<file path="config.mk">
export PLATFORM = sky130hd
export DESIGN_NAME = uc_arbiter
export DESIGN_NICKNAME = d
export VERILOG_FILES = /design/src/rtl/uc_arbiter.sv
export SDC_FILE = /design/constraint.sdc
export NUM_CORES = 1
export LEC_CHECK = 0
export BUFFER_PORTS_ARGS = -buffer_cell sky130_fd_sc_hd__clkbuf_2
export CAP_MARGIN = 20
export CORE_MARGIN = 1.5
export CORE_UTILIZATION = 51
export CTS_BUF_LIST = sky130_fd_sc_hd__clkbuf_4 sky130_fd_sc_hd__clkbuf_8
export DETAILED_ROUTE_END_ITERATION = 6
export PLACE_DENSITY = 0.83
export SLEW_MARGIN = 20
export SYNTH_ARGS = -nofsm -noshare
export SYNTH_HDL_FRONTEND = slang
export SYNTH_SLANG_ARGS = --single-unit
</file>
<file path="constraint.sdc">
create_clock -name clk -period 2.6 [get_ports clk]
set_input_delay 0.13 -clock clk [delete_from_list [all_inputs] [get_ports clk]]
set_output_delay 0.13 -clock clk [all_outputs]
set_load 0.05 [all_outputs]
</file>
<file path="src/rtl/uc_arbiter.sv">
// uc_arbiter: round-robin arbiter that collects unit-clause literals from
// NUM_ENG process engines and feeds them, one per cycle, into the unit clause
// queue through a single output stage register.
//
// Literal encoding: bit 0 is the polarity, bits [LW-1:1] are the variable index.
//
// Ports:
//   clk        clock; all state updates on the rising edge
//   rst        synchronous active-high reset
//   flush      synchronous clear of the arbitration state (backtrack)
//   eng_valid  per-engine unit-clause request
//   eng_uc     per-engine literal, meaningful when the matching eng_valid bit is high
//   eng_ready  one-hot grant; a request is consumed when eng_valid[i] & eng_ready[i]
//   ucq_full   full flag from the unit clause queue
//   ucq_push   push strobe to the unit clause queue
//   uca2ucq    literal to the unit clause queue, valid with ucq_push
//   conflict   sticky flag: complementary literals seen in the same cycle
//   push_cnt   saturating count of literals pushed

`ifndef UC_LENGTH
`define UC_LENGTH 256
`endif

module uc_arbiter #(
  parameter int unsigned NUM_ENG = 4,
  parameter int unsigned LW      = $clog2(`UC_LENGTH),
  parameter int unsigned CNT_W   = 16
) (
  input  logic                        clk,
  input  logic                        rst,
  input  logic                        flush,
  input  logic [NUM_ENG-1:0]          eng_valid,
  input  logic [NUM_ENG-1:0][LW-1:0]  eng_uc,
  output logic [NUM_ENG-1:0]          eng_ready,
  input  logic                        ucq_full,
  output logic                        ucq_push,
  output logic [LW-1:0]               uca2ucq,
  output logic                        conflict,
  output logic [CNT_W-1:0]            push_cnt
);

  localparam int unsigned PW = $clog2(NUM_ENG);

  // State
  logic             out_vld_r, out_vld_d;
  logic [LW-1:0]    out_lit_r, out_lit_d;
  logic             last_vld_r, last_vld_d;
  logic [LW-1:0]    last_lit_r, last_lit_d;
  logic [PW-1:0]    rr_ptr_r, rr_ptr_d;
  logic             conflict_r, conflict_d;
  logic [CNT_W-1:0] push_cnt_r, push_cnt_d;

  // Arbitration signals
  logic          can_accept;
  logic          grant_vld;
  logic [PW-1:0] grant_idx;
  logic [LW-1:0] grant_lit;
  logic          dup;
  logic          load;
  logic          conflict_hit;

  assign uca2ucq  = out_lit_r;
  assign conflict = conflict_r;
  assign push_cnt = push_cnt_r;

  // Push, accept and round-robin grant
  always_comb begin
    logic [PW:0]   sum;
    logic [PW-1:0] cand;

    sum  = '0;
    cand = '0;

    // rst and flush both suppress the push so a staged literal is dropped.
    ucq_push   = out_vld_r && !ucq_full && !rst && !flush;
    // Stage is free if empty or if it drains this very cycle (no bubble).
    can_accept = !out_vld_r || ucq_push;

    grant_vld = 1'b0;
    grant_idx = '0;
    if (can_accept && !flush && !rst) begin
      for (int unsigned k = 0; k < NUM_ENG; k++) begin
        // rr_ptr_r and k are both below NUM_ENG, so one subtraction wraps.
        sum = {1'b0, rr_ptr_r} + (PW+1)'(k);
        if (sum >= (PW+1)'(NUM_ENG)) begin
          sum = sum - (PW+1)'(NUM_ENG);
        end
        cand = sum[PW-1:0];
        if (!grant_vld && eng_valid[cand]) begin
          grant_vld = 1'b1;
          grant_idx = cand;
        end
      end
    end

    eng_ready = '0;
    if (grant_vld) begin
      eng_ready[grant_idx] = 1'b1;
    end

    grant_lit = eng_uc[grant_idx];
    // A repeat of the last accepted literal is acknowledged but not re-queued.
    dup       = grant_vld && last_vld_r && (grant_lit == last_lit_r);
    load      = grant_vld && !dup;
  end

  // Complementary-literal detection; independent of grant and backpressure.
  always_comb begin
    conflict_hit = 1'b0;
    for (int unsigned i = 0; i < NUM_ENG; i++) begin
      for (int unsigned j = i + 1; j < NUM_ENG; j++) begin
        // Same variable, opposite polarity <=> literals differ only in bit 0.
        if (eng_valid[PW'(i)] && eng_valid[PW'(j)] &&
            ((eng_uc[PW'(i)] ^ eng_uc[PW'(j)]) == LW'(1))) begin
          conflict_hit = 1'b1;
        end
      end
      if (eng_valid[PW'(i)] && last_vld_r &&
          (eng_uc[PW'(i)] == (last_lit_r ^ LW'(1)))) begin
        conflict_hit = 1'b1;
      end
    end
  end

  // Next-state
  always_comb begin
    out_vld_d  = out_vld_r;
    out_lit_d  = out_lit_r;
    last_vld_d = last_vld_r;
    last_lit_d = last_lit_r;
    rr_ptr_d   = rr_ptr_r;
    conflict_d = conflict_r;
    push_cnt_d = push_cnt_r;

    if (flush) begin
      out_vld_d  = 1'b0;
      last_vld_d = 1'b0;
      conflict_d = 1'b0;
      rr_ptr_d   = '0;
    end else begin
      if (ucq_push) begin
        out_vld_d = 1'b0;
      end
      if (load) begin
        out_vld_d  = 1'b1;
        out_lit_d  = grant_lit;
        last_vld_d = 1'b1;
        last_lit_d = grant_lit;
      end
      if (grant_vld) begin
        rr_ptr_d = (grant_idx == PW'(NUM_ENG - 1)) ? '0 : grant_idx + PW'(1);
      end
      if (conflict_hit) begin
        conflict_d = 1'b1;
      end
    end

    if (ucq_push && (push_cnt_r != '1)) begin
      push_cnt_d = push_cnt_r + CNT_W'(1);
    end
  end

  always_ff @(posedge clk) begin
    if (rst) begin
      out_vld_r  <= 1'b0;
      out_lit_r  <= '0;
      last_vld_r <= 1'b0;
      last_lit_r <= '0;
      rr_ptr_r   <= '0;
      conflict_r <= 1'b0;
      push_cnt_r <= '0;
    end else begin
      out_vld_r  <= out_vld_d;
      out_lit_r  <= out_lit_d;
      last_vld_r <= last_vld_d;
      last_lit_r <= last_lit_d;
      rr_ptr_r   <= rr_ptr_d;
      conflict_r <= conflict_d;
      push_cnt_r <= push_cnt_d;
    end
  end

endmodule

</file>
==> results.yml <==
status:
  run_status: "finished, final reports clean"
layout:
  drive_gt1_frac: 0.3215
  fin_nets: 523
  num_antenna_cells: 0
  layout_commonest_cell: "clkbuf_2"
  layout_common_cells: "clkbuf_2, xnor2_1, xor2_1, buf_4, nor2_1"
  fillCellCount: 518
  area_growth_pct: 23.93
yosys:
  yosys.area_share.simple: 0.2581
  seq_area_frac_synth: 0.1854
  synth-main-ff-cell: "dfxtp_1"
  synth_fa_ha_area_frac: 0.01998
  synth_mux_area_frac: 0.06272
  yosys_warnings: 0
  synth-xor-area-share: 0.2321
  syn_area_per_cell_sq_um: 7.565
  synth_edf_count: 0
  ys_types: 65
  synth_top_family_by_area: "simple AND/OR/NAND/NOR gates"
  synth-seq-cells: 29
  netlist_instances: 414
  async_reset_ff_frac: 0
  synth_compound_area_frac: 0.1558
  syn_area_sq_um: 3132
  syn_nets: 459
pwr:
  netSwitchingPower_uw: 527.8
  intPower_mw: 1.007
  peakVddDrop_mv: 0.2465
  powerDensity_nw_per_um2: 395.5
  clockPowerShare: 0.322
  total_power_mw: 1.535
  seq_power_share: 0.324
  combinationalPowerShare: 0.353
  power.leakage_nw: 1.644
  p_sw_frac: 0.3439
sta:
  fin_ws_ns: 0.04161
  max_freq_ghz: 0.3909
  fin_crit_ns: 2.558
  maxSlewViolCount: 0
  finalSetupViolations: 0
  worstMarginPinSlew_ns: 0.5046
  fin_hold_ws_ns: 0.2118
  rsz0062_at_grt: "yes"
  fin_crit_sh: 0.9840
  skew_ns: 0.005165
  hold_viol: 0
  slew_headroom: 0.6605
floorplanning:
  dieArea_sq_um: 6619
  fp.dieW_um: 81.36
  rows: 28
  io-pin-count: 70
  die_h_um: 81.36
  core-area_sq_um: 5921
  initial_core_util: 0.5290
placement:
  gp_congestion: 0.9552
  dp_hpwl_mm: 7.277
  place_worst_setup_slack_ns: 0.02953
  port_buffers: 69
grt:
  grt_util_all_layers: 0.2856
  grt.overflow.total: 0
  grt_pass1_wl_mm: 14.39
  grt_max_degree: 21
  antenna_found_initial: 0
  grt_pass1_vias: 2871
min_path:
  min_path_type: "in2reg"
  hold_start: "ucq_full"
detailed_routing:
  wl_per_cell_um: 17.35
  vias: 3285
  drt_iter0_markers: 316
  drt-total-wl_mm: 9.611
  drcViolationCount: 0
  viasPerCell: 5.930
  drt-pass1-iter-count: 5
  drtAntennaViolNets: 0
clock_network:
  clk_path_buf_depth: 2
  cts_made_buffers: 5
  insertion_delay_ns: 0.28
  cts_tree: "done"
  path_clk_slew_ns: 0.07
  cts_sinks: 29
  root_buffer: "clkbuf_8"
  htree_levels: 2
  cts_hold_buf: 0
critical_path:
  crit_start: "rr_ptr_r[0]$_SDFFE_PP0P_"
  worstPathArrival_ns: 2.72
  critPathCaptureType: "register"
  path_max_fanout: 7
  cp_data_required_time_ns: 2.76
  regToRegStartpoint: "rr_ptr_r[0]$_SDFFE_PP0P_"
  crit_type: "reg2reg"
  crit_path_start_kind: "register"
job:
  cap_violations: 0
per-stage QoR:
step                      std cells    util  cell area [sq um]  setup TNS [ns]
after floorplan                 414       -               3157               0
after global placement          537  0.6093               3607               0
after detailed placement        537  0.6093               3607               0
after CTS                       545  0.6295               3727               0
after global routing            554  0.6555               3881         -0.8487
final                           554  0.6555               3881               0
final timing paths:
check	to	slack, ns	depth (start not counted)
max reg2reg	last_lit_r[5]$_SDFFE_PP0P_	0.04	10
min reg2reg	rr_ptr_r[0]$_SDFFE_PP0P_	0.52	2
min	out_vld_r$_SDFFE_PP0P_	0.21	3
max	last_lit_r[5]$_SDFFE_PP0P_	0.04	10
worst max-delay path, cell delays in order (launching register included):
cell       delay (ns)
dfxtp_4          0.37
nor2b_2          0.05
o21a_1           0.21
nor3_4           0.20
inv_2            0.14
buf_4            0.18
a211oi_4         0.28
or3_1            0.18
o2111ai_2        0.15
o31ai_4          0.36
mux2_4           0.33
synthesized netlist by cell type, drive strengths merged (3+ instances only):
cell,n,share of area
ha,5,0.020
buf,14,0.026
xnor2,46,0.13
nand3,9,0.014
mux2i,17,0.054
or2,4,0.0080
dfxtp,29,0.19
and2,4,0.0088
or3,4,0.0080
inv,14,0.017
a21oi,12,0.019
nand4,19,0.038
nand2,34,0.041
xor2,37,0.10
clkbuf,36,0.044
o31ai,3,0.012
nor3,6,0.011
nor2,33,0.040
nor4,10,0.020
a221oi,4,0.017
nand2b,11,0.022
o21ai,14,0.022
a211oi,3,0.0088
and3,9,0.018
a22oi,3,0.0088
power by group through the flow:
| stage | logic [mW] | registers [mW] | clock network (mW) |
|---|---|---|---|
| after detailed placement | 0.502 | 0.506 | 0 |
| final | 0.542 | 0.498 | 0.495 |
| after global routing | 0.577 | 0.500 | 0.524 |
| after floorplan | 0.352 | 0.522 | 0 |
| after CTS | 0.506 | 0.496 | 0.503 |
| after global placement | 0.495 | 0.505 | 0 |
routing by layer:
metal | global-route usage | share of wire
met1 | 0.3792 | 0.43
met2 | 0.4645 | 0.46
met3 | 0.05843 | 0.081
met4 | 0.08103 | 0.027
met5 | 0 | 0
cell families after synthesis:
kind of cell | after synthesis
mux | 19
fa+ha+maj | 5
flops | 29
compound gates | 61
buf+inv | 64
simple gates | 153
xor+xnor | 83
state kept, by name, summed over array words and instances, names as in the netlist:
signal	flops
push_cnt	16
last_lit_r	8
rr_ptr_r	2
conflict	1
last_vld_r	1
out_vld_r	1
layout make-up:
cell class | instances | area [sq um] | share of cell area
multi-input combinational | 321 | 2355 | 0.6067
sequential | 29 | 596.8 | 0.1538
inverter | 14 | 57.56 | 0.01483
clock inverter | 1 | 30.03 | 0.007737
timing repair buffer | 107 | 658.1 | 0.1696
tap | 75 | 93.84 | 0.02418
clock buffer | 7 | 90.09 | 0.02321
repair_timing:
| item | in CTS | in global routing |
|---|---|---|
| endpoints found under the setup margin | 0 | 8 |
| setup buffers | 0 | 8 |
| endpoints found under the hold margin | 0 | 0 |
| gates resized for setup | 0 | 25 |
No activity file was read; power rests on OpenSTA's default activity.
